===== config.mk =====
export PLATFORM = sky130hd
export DESIGN_NAME = csa_accumulator
export DESIGN_NICKNAME = d
export VERILOG_FILES = /design/src/rtl/csa_pkg.sv /design/src/rtl/csa_accumulator_3to2.sv /design/src/rtl/csa_accumulator.sv
export SDC_FILE = /design/constraint.sdc
export NUM_CORES = 1
export LEC_CHECK = 0
export CORE_ASPECT_RATIO = 1.4
export CORE_MARGIN = 1
export CORE_UTILIZATION = 37
export DETAILED_ROUTE_END_ITERATION = 10
export GPL_ROUTABILITY_DRIVEN = 1
export GPL_TIMING_DRIVEN = 0
export PLACE_DENSITY = 0.55
export SYNTH_ARGS = -nofsm -noshare
export SYNTH_HDL_FRONTEND = slang
export SYNTH_SLANG_ARGS = --single-unit

===== constraint.sdc =====
create_clock -name clk -period 2.8 [get_ports clk]
set_input_delay 0.56 -clock clk [delete_from_list [all_inputs] [get_ports clk]]
set_output_delay 0.56 -clock clk [all_outputs]
set_load 0.02 [all_outputs]

===== src/rtl/csa_pkg.sv =====
// csa_pkg: shared state type, default widths and slice-count helper for csa_accumulator
package csa_pkg;
  localparam int DEF_WIDTH = 32;
  localparam int DEF_SLICE = 8;
  typedef enum logic [1:0] {ACCUM, RESOLVE, HOLD} csa_state_e;
  function automatic int nslice(input int width, input int slice);
    return width / slice;
  endfunction
endpackage


===== src/rtl/csa_accumulator_3to2.sv =====
// csa_3to2: N-bit 3:2 compressor, ports a/b/c in, s (xor) and maj (unshifted carry) out
module csa_3to2 #(
  parameter int N = 32
) (
  input  logic [N-1:0] a,
  input  logic [N-1:0] b,
  input  logic [N-1:0] c,
  output logic [N-1:0] s,
  output logic [N-1:0] maj
);
  assign s = a ^ b ^ c;
  assign maj = (a & b) | (a & c) | (b & c);
endmodule


===== src/rtl/csa_accumulator.sv =====
// csa_accumulator: carry-save operand accumulator with slice-serial resolve; ports clk/rst_n, in_valid/in_ready/in_data, flush, clear, out_valid/out_ready/out_sum/out_ovf, plus out_count when CSA_ACC_CNT_EN is defined
module csa_accumulator
  import csa_pkg::*;
#(
  parameter int WIDTH = DEF_WIDTH,
  parameter int SLICE = DEF_SLICE,
  parameter int CNTW = 8
) (
  input  logic             clk,
  input  logic             rst_n,
  input  logic             in_valid,
  output logic             in_ready,
  input  logic [WIDTH-1:0] in_data,
  input  logic             flush,
  input  logic             clear,
  output logic             out_valid,
  input  logic             out_ready,
  output logic [WIDTH-1:0] out_sum,
`ifdef CSA_ACC_CNT_EN
  output logic [CNTW-1:0]  out_count,
`endif
  output logic             out_ovf
);
  localparam int NS = nslice(WIDTH, SLICE);
  localparam int KW = NS > 1 ? $clog2(NS) : 1;
  csa_state_e state_q, state_d;
  logic [WIDTH-1:0] s_q, c_q, res_q, res_d, csa_s, csa_maj;
  logic ovf_q, cin_q, last, drop;
  logic [KW-1:0] k_q;
  logic [SLICE:0] slice_sum;
  csa_3to2 #(.N(WIDTH)) u_csa (.a(s_q), .b(c_q), .c(in_data), .s(csa_s), .maj(csa_maj));
  assign in_ready = state_q == ACCUM;
  assign last = k_q == KW'(NS - 1);
  assign drop = state_q != ACCUM && (clear || (state_q == HOLD && out_ready));
  assign slice_sum = {1'b0, s_q[k_q*SLICE +: SLICE]} + {1'b0, c_q[k_q*SLICE +: SLICE]} + {{SLICE{1'b0}}, cin_q};
  always_comb begin
    res_d = res_q;
    res_d[k_q*SLICE +: SLICE] = slice_sum[SLICE-1:0];
  end
  always_comb begin
    state_d = state_q;
    case (state_q)
      ACCUM:   state_d = flush && !clear ? RESOLVE : ACCUM;
      RESOLVE: state_d = clear ? ACCUM : (last ? HOLD : RESOLVE);
      HOLD:    state_d = clear || out_ready ? ACCUM : HOLD;
      default: state_d = ACCUM;
    endcase
  end
  always_ff @(posedge clk or negedge rst_n)
    if (!rst_n) state_q <= ACCUM;
    else state_q <= state_d;
  always_ff @(posedge clk or negedge rst_n)
    if (!rst_n) begin
      s_q <= '0;
      c_q <= '0;
      ovf_q <= 1'b0;
      k_q <= '0;
      cin_q <= 1'b0;
      res_q <= '0;
      out_sum <= '0;
      out_ovf <= 1'b0;
      out_valid <= 1'b0;
    end else if (state_q == ACCUM) begin
      k_q <= '0;
      cin_q <= 1'b0;
      if (clear) begin
        s_q <= in_valid ? in_data : '0;
        c_q <= '0;
        ovf_q <= 1'b0;
      end else if (in_valid) begin
        s_q <= csa_s;
        c_q <= csa_maj << 1;
        ovf_q <= ovf_q | csa_maj[WIDTH-1];
      end
    end else if (drop) begin
      s_q <= '0;
      c_q <= '0;
      ovf_q <= 1'b0;
      out_valid <= 1'b0;
    end else if (state_q == RESOLVE) begin
      res_q <= res_d;
      cin_q <= slice_sum[SLICE];
      k_q <= k_q + 1'b1;
      if (last) begin
        out_sum <= res_d;
        out_ovf <= ovf_q | slice_sum[SLICE];
        out_valid <= 1'b1;
      end
    end
`ifdef CSA_ACC_CNT_EN
  logic [CNTW-1:0] cnt_q;
  always_ff @(posedge clk or negedge rst_n)
    if (!rst_n) begin
      cnt_q <= '0;
      out_count <= '0;
    end else if (state_q == ACCUM) cnt_q <= clear ? CNTW'(in_valid) : (in_valid && cnt_q != '1 ? cnt_q + 1'b1 : cnt_q);
    else if (drop) cnt_q <= '0;
    else if (state_q == RESOLVE && last) out_count <= cnt_q;
`endif
endmodule


==> flow_summary.yaml <==
drt:
  via_per_inst: 5.44
  totalWireLength_um: 20200
  wire_per_inst_um: 20.1
  ant_nets: 0
  drc: 0
  drt_iter0_drc: 283
  first_pass_iters: 6
  num_vias: 5476
finish:
  fin_util: 0.482
  regArea_mm2: 0.00338
  antenna_cells: 0
  finalNonFillerCells: 1007
  final_area_mm2: 0.00904
  drive_above_1_share: 0.147
  fin_nets: 838
  nFillCells: 1787
  multi_input_area_mm2: 0.00374
  area_growth_pct: 26.6
grt:
  grt_usage: 0.215
  grt-ovfl-total: 0
  use_met3: 0.0361
  grt_use_met1: 0.243
  grtUsageMet2: 0.387
  grt_first_pass_wirelength_um: 32200
  grt_pass1_vias: 5761
  top_usage_layer: "met2"
  antenna_found_initial: 0
  grt_start_max_net_pins: 76
power:
  internal-power_mw: 3.88
  pwr-share-clk: 0.365
  p_seq_frac: 0.419
  cellPowerDensity_mw_per_mm2: 609
  p_switching_mw: 1.63
  leakage_nw: 3.98
  swShare: 0.296
  peakVddDrop_mv: 0.410
  pwr-share-comb: 0.216
  p_total_mw: 5.51
place:
  placed_area_mm2: 0.00819
  hpwl_um: 15000
  gp_congestion: 0.837
  io_buffers: 71
  placed_cells: 971
synthesis:
  synth_top_family_by_area: "compound AO/OA/AOI/OAI gates"
  ys_seq_area_frac: 0.473
  synth_async_sr_flop_share: 1.00
  synth-seq-cells: 135
  synth.distinct_cells: 48
  syn_nets: 740
  ys.flop_type: "dfrtp_1"
  muxShareOfSynthArea: 0.0949
  synth_compound_area_frac: 0.153
  synthSimpleGateAreaFrac: 0.118
  synth_xor_area_frac: 0.00963
  syn_area_mm2: 0.00714
  syn_area_per_cell_um2: 10.9
  synth_edf_count: 0
  postSynthCellCount: 655
  yosys.area_share.adder: 0.117
  ys_warn_count: 0
floorplan:
  die_y_um: 166
  coreArea_mm2: 0.0188
  io_pins: 73
  die_w_um: 119
  initial_core_util: 0.381
  rows: 59
  dieArea_mm2: 0.0199
setup_path:
  critPathSlowestCell: "mux4_2"
  path_max_fanout: 4
  max_stage_delay_ns: 0.52
  crit_buf_inv: 2
  crit_path_start_kind: "flip-flop"
  cpLargestDelayFamily: "adder cells"
  crit_required_ns: 3.10
  crit_chain: "buf_12, mux4_2, fa_2, inv_2, fa_2, nor2b_2, o2111ai_2, nand3_4, xor2_4, a22o_1"
  crit_arrival_ns: 3.03
  cp-end-kind: "flip-flop"
  path_class: "reg2reg"
  cpMostUsedCell: "fa_2"
timing:
  min_period_ns: 2.73
  tightest_slew_ns: 0.661
  hold_viol_final: 0
  slew_headroom: 0.559
  clock.fmax_mhz: 366
  finClkSkew_ns: 0.00604
  fin_tns_setup_ns: 0
  setup_violations: 0
  period_share: 0.976
  maxSlewViolCount: 0
clocking:
  clk_path_buf_depth: 2
  clock_sinks: 135
  cts-hold-fix-buffers: 0
  root_buffer: "clkbuf_16"
  cts_buffers: 17
  clk_latency_ns: 0.42
  cts_tree: "done"
  clkSlewWorstSetupHoldPaths_ns: 0.05
  cts.htree.levels: 4
outcome:
  run_status: "completed"
flow_run:
  drv_cap: 0
hold_path:
  hp-class: "in2async"
## power groups by stage
stage                     Combinational [mW]  Clock [mW]  Sequential (mW)
final                                   1.19        2.01             2.31
after global routing                    1.31        2.13             2.34
after CTS                               1.13        2.06             2.31
after detailed placement                1.06           0             2.34
after global placement                  1.03           0             2.34
after floorplan                        0.602           0             2.32
## cell usage after synthesis (4+ instances only)
| master | number | area (um^2) |
|---|---|---|
| nor2_1 | 34 | 128 |
| and2_1 | 5 | 31.3 |
| and3_1 | 15 | 93.8 |
| mux2i_1 | 34 | 340 |
| clkbuf_1 | 11 | 41.3 |
| fa_1 | 33 | 661 |
| buf_1 | 4 | 15.0 |
| a221oi_1 | 13 | 114 |
| inv_1 | 13 | 48.8 |
| o21ai_0 | 85 | 425 |
| xnor2_1 | 4 | 35.0 |
| a22oi_1 | 8 | 60.1 |
| mux4_2 | 15 | 338 |
| nand2_1 | 114 | 428 |
| o21ai_1 | 4 | 20.0 |
| a22o_1 | 32 | 280 |
| nand3_1 | 5 | 25.0 |
| a21oi_1 | 20 | 100 |
| ha_1 | 14 | 175 |
| dfrtp_1 | 135 | 3380 |
| buf_2 | 22 | 110 |
## metrics by stage
step	setup slack (ns)	hold slack, ns
final	0.0669	0.124
after global routing	-0.0295	0.162
after CTS	-0.0289	0.137
after detailed placement	-0.716	0.473
after global placement	-4.27	0.465
after floorplan	0.0555	0.264
## placed cells by master, fill, tap and decap left out, drive strengths merged, types with 3 or more instances in the layout
master / instances
and3: 15
nand2: 114
buf: 38
a221oi: 13
nor3: 3
nand3: 5
mux4: 15
a22oi: 8
nor2: 35
a22o: 32
clkdlybuf4s50: 70
and2: 5
dfrtp: 135
xor2: 3
fa: 33
inv: 12
clkbuf: 38
o21ai: 90
mux2i: 34
a21oi: 20
ha: 14
xnor2: 4
## worst register-to-register path: stages, from the launching register on
cell       delay, ns
dfrtp_2         0.39
buf_12          0.12
mux4_2          0.52
fa_2            0.42
inv_2           0.07
fa_2            0.21
nor2b_2         0.06
o2111ai_2       0.21
nand3_4         0.18
xor2_4          0.21
a22o_1          0.23
## state kept, by name, summed over array words and instances (netlist names)
register   flops
c_q           31
state_q        2
s_q           32
k_q            2
out_ovf        1
cin_q          1
res_q         32
ovf_q          1
out_valid      1
out_sum       32
## cell families (layout without fill, tap and decap cells)
kind of cell	Yosys count	after routing
AO/OA/AOI/OAI	174	174
XOR/XNOR	7	7
adder cells (fa/ha/maj)	47	47
buffers and inverters	54	162
flip-flops	135	135
multiplexers	49	49
AND/OR/NAND/NOR	189	189
## path summary, 6_finish.rpt
path	from	endpoint	slack, ns	cells after the start
setup reg to reg	k_q[0]	res_q[6]	0.07	10
setup / recovery	k_q[0]	res_q[6]	0.07	10
min in group clk	out_sum[19]	out_sum[19]	0.48	2
hold / removal	rst_n	out_sum[25]	0.12	1
max in group asynchronous	rst_n	k_q[0]	1.87	2
hold reg to reg	out_sum[19]	out_sum[19]	0.48	2
## routing by layer
metal | up-vias | wire, um
li1 | 2506 | -
met1 | 2768 | 7610
met2 | 162 | 11000
met3 | 40 | 726
met4 | 0 | 873
met5 | - | 0
## layout make-up
cell class	instances	share of cell area
tap	244	0.0338
multi-input combinational	466	0.413
timing repair buffer	79	0.0880
buffer	41	0.0271
clock buffer	26	0.0563
sequential	135	0.374
clock inverter	3	0.00194
inverter	13	0.00581
## repair_timing
item | CTS | global route
pin swaps | 7 | 9
setup endpoints to repair | 66 | 47
resized for setup | 29 | 26
setup buffers | 6 | 1
(Power assumes the default switching activity.)
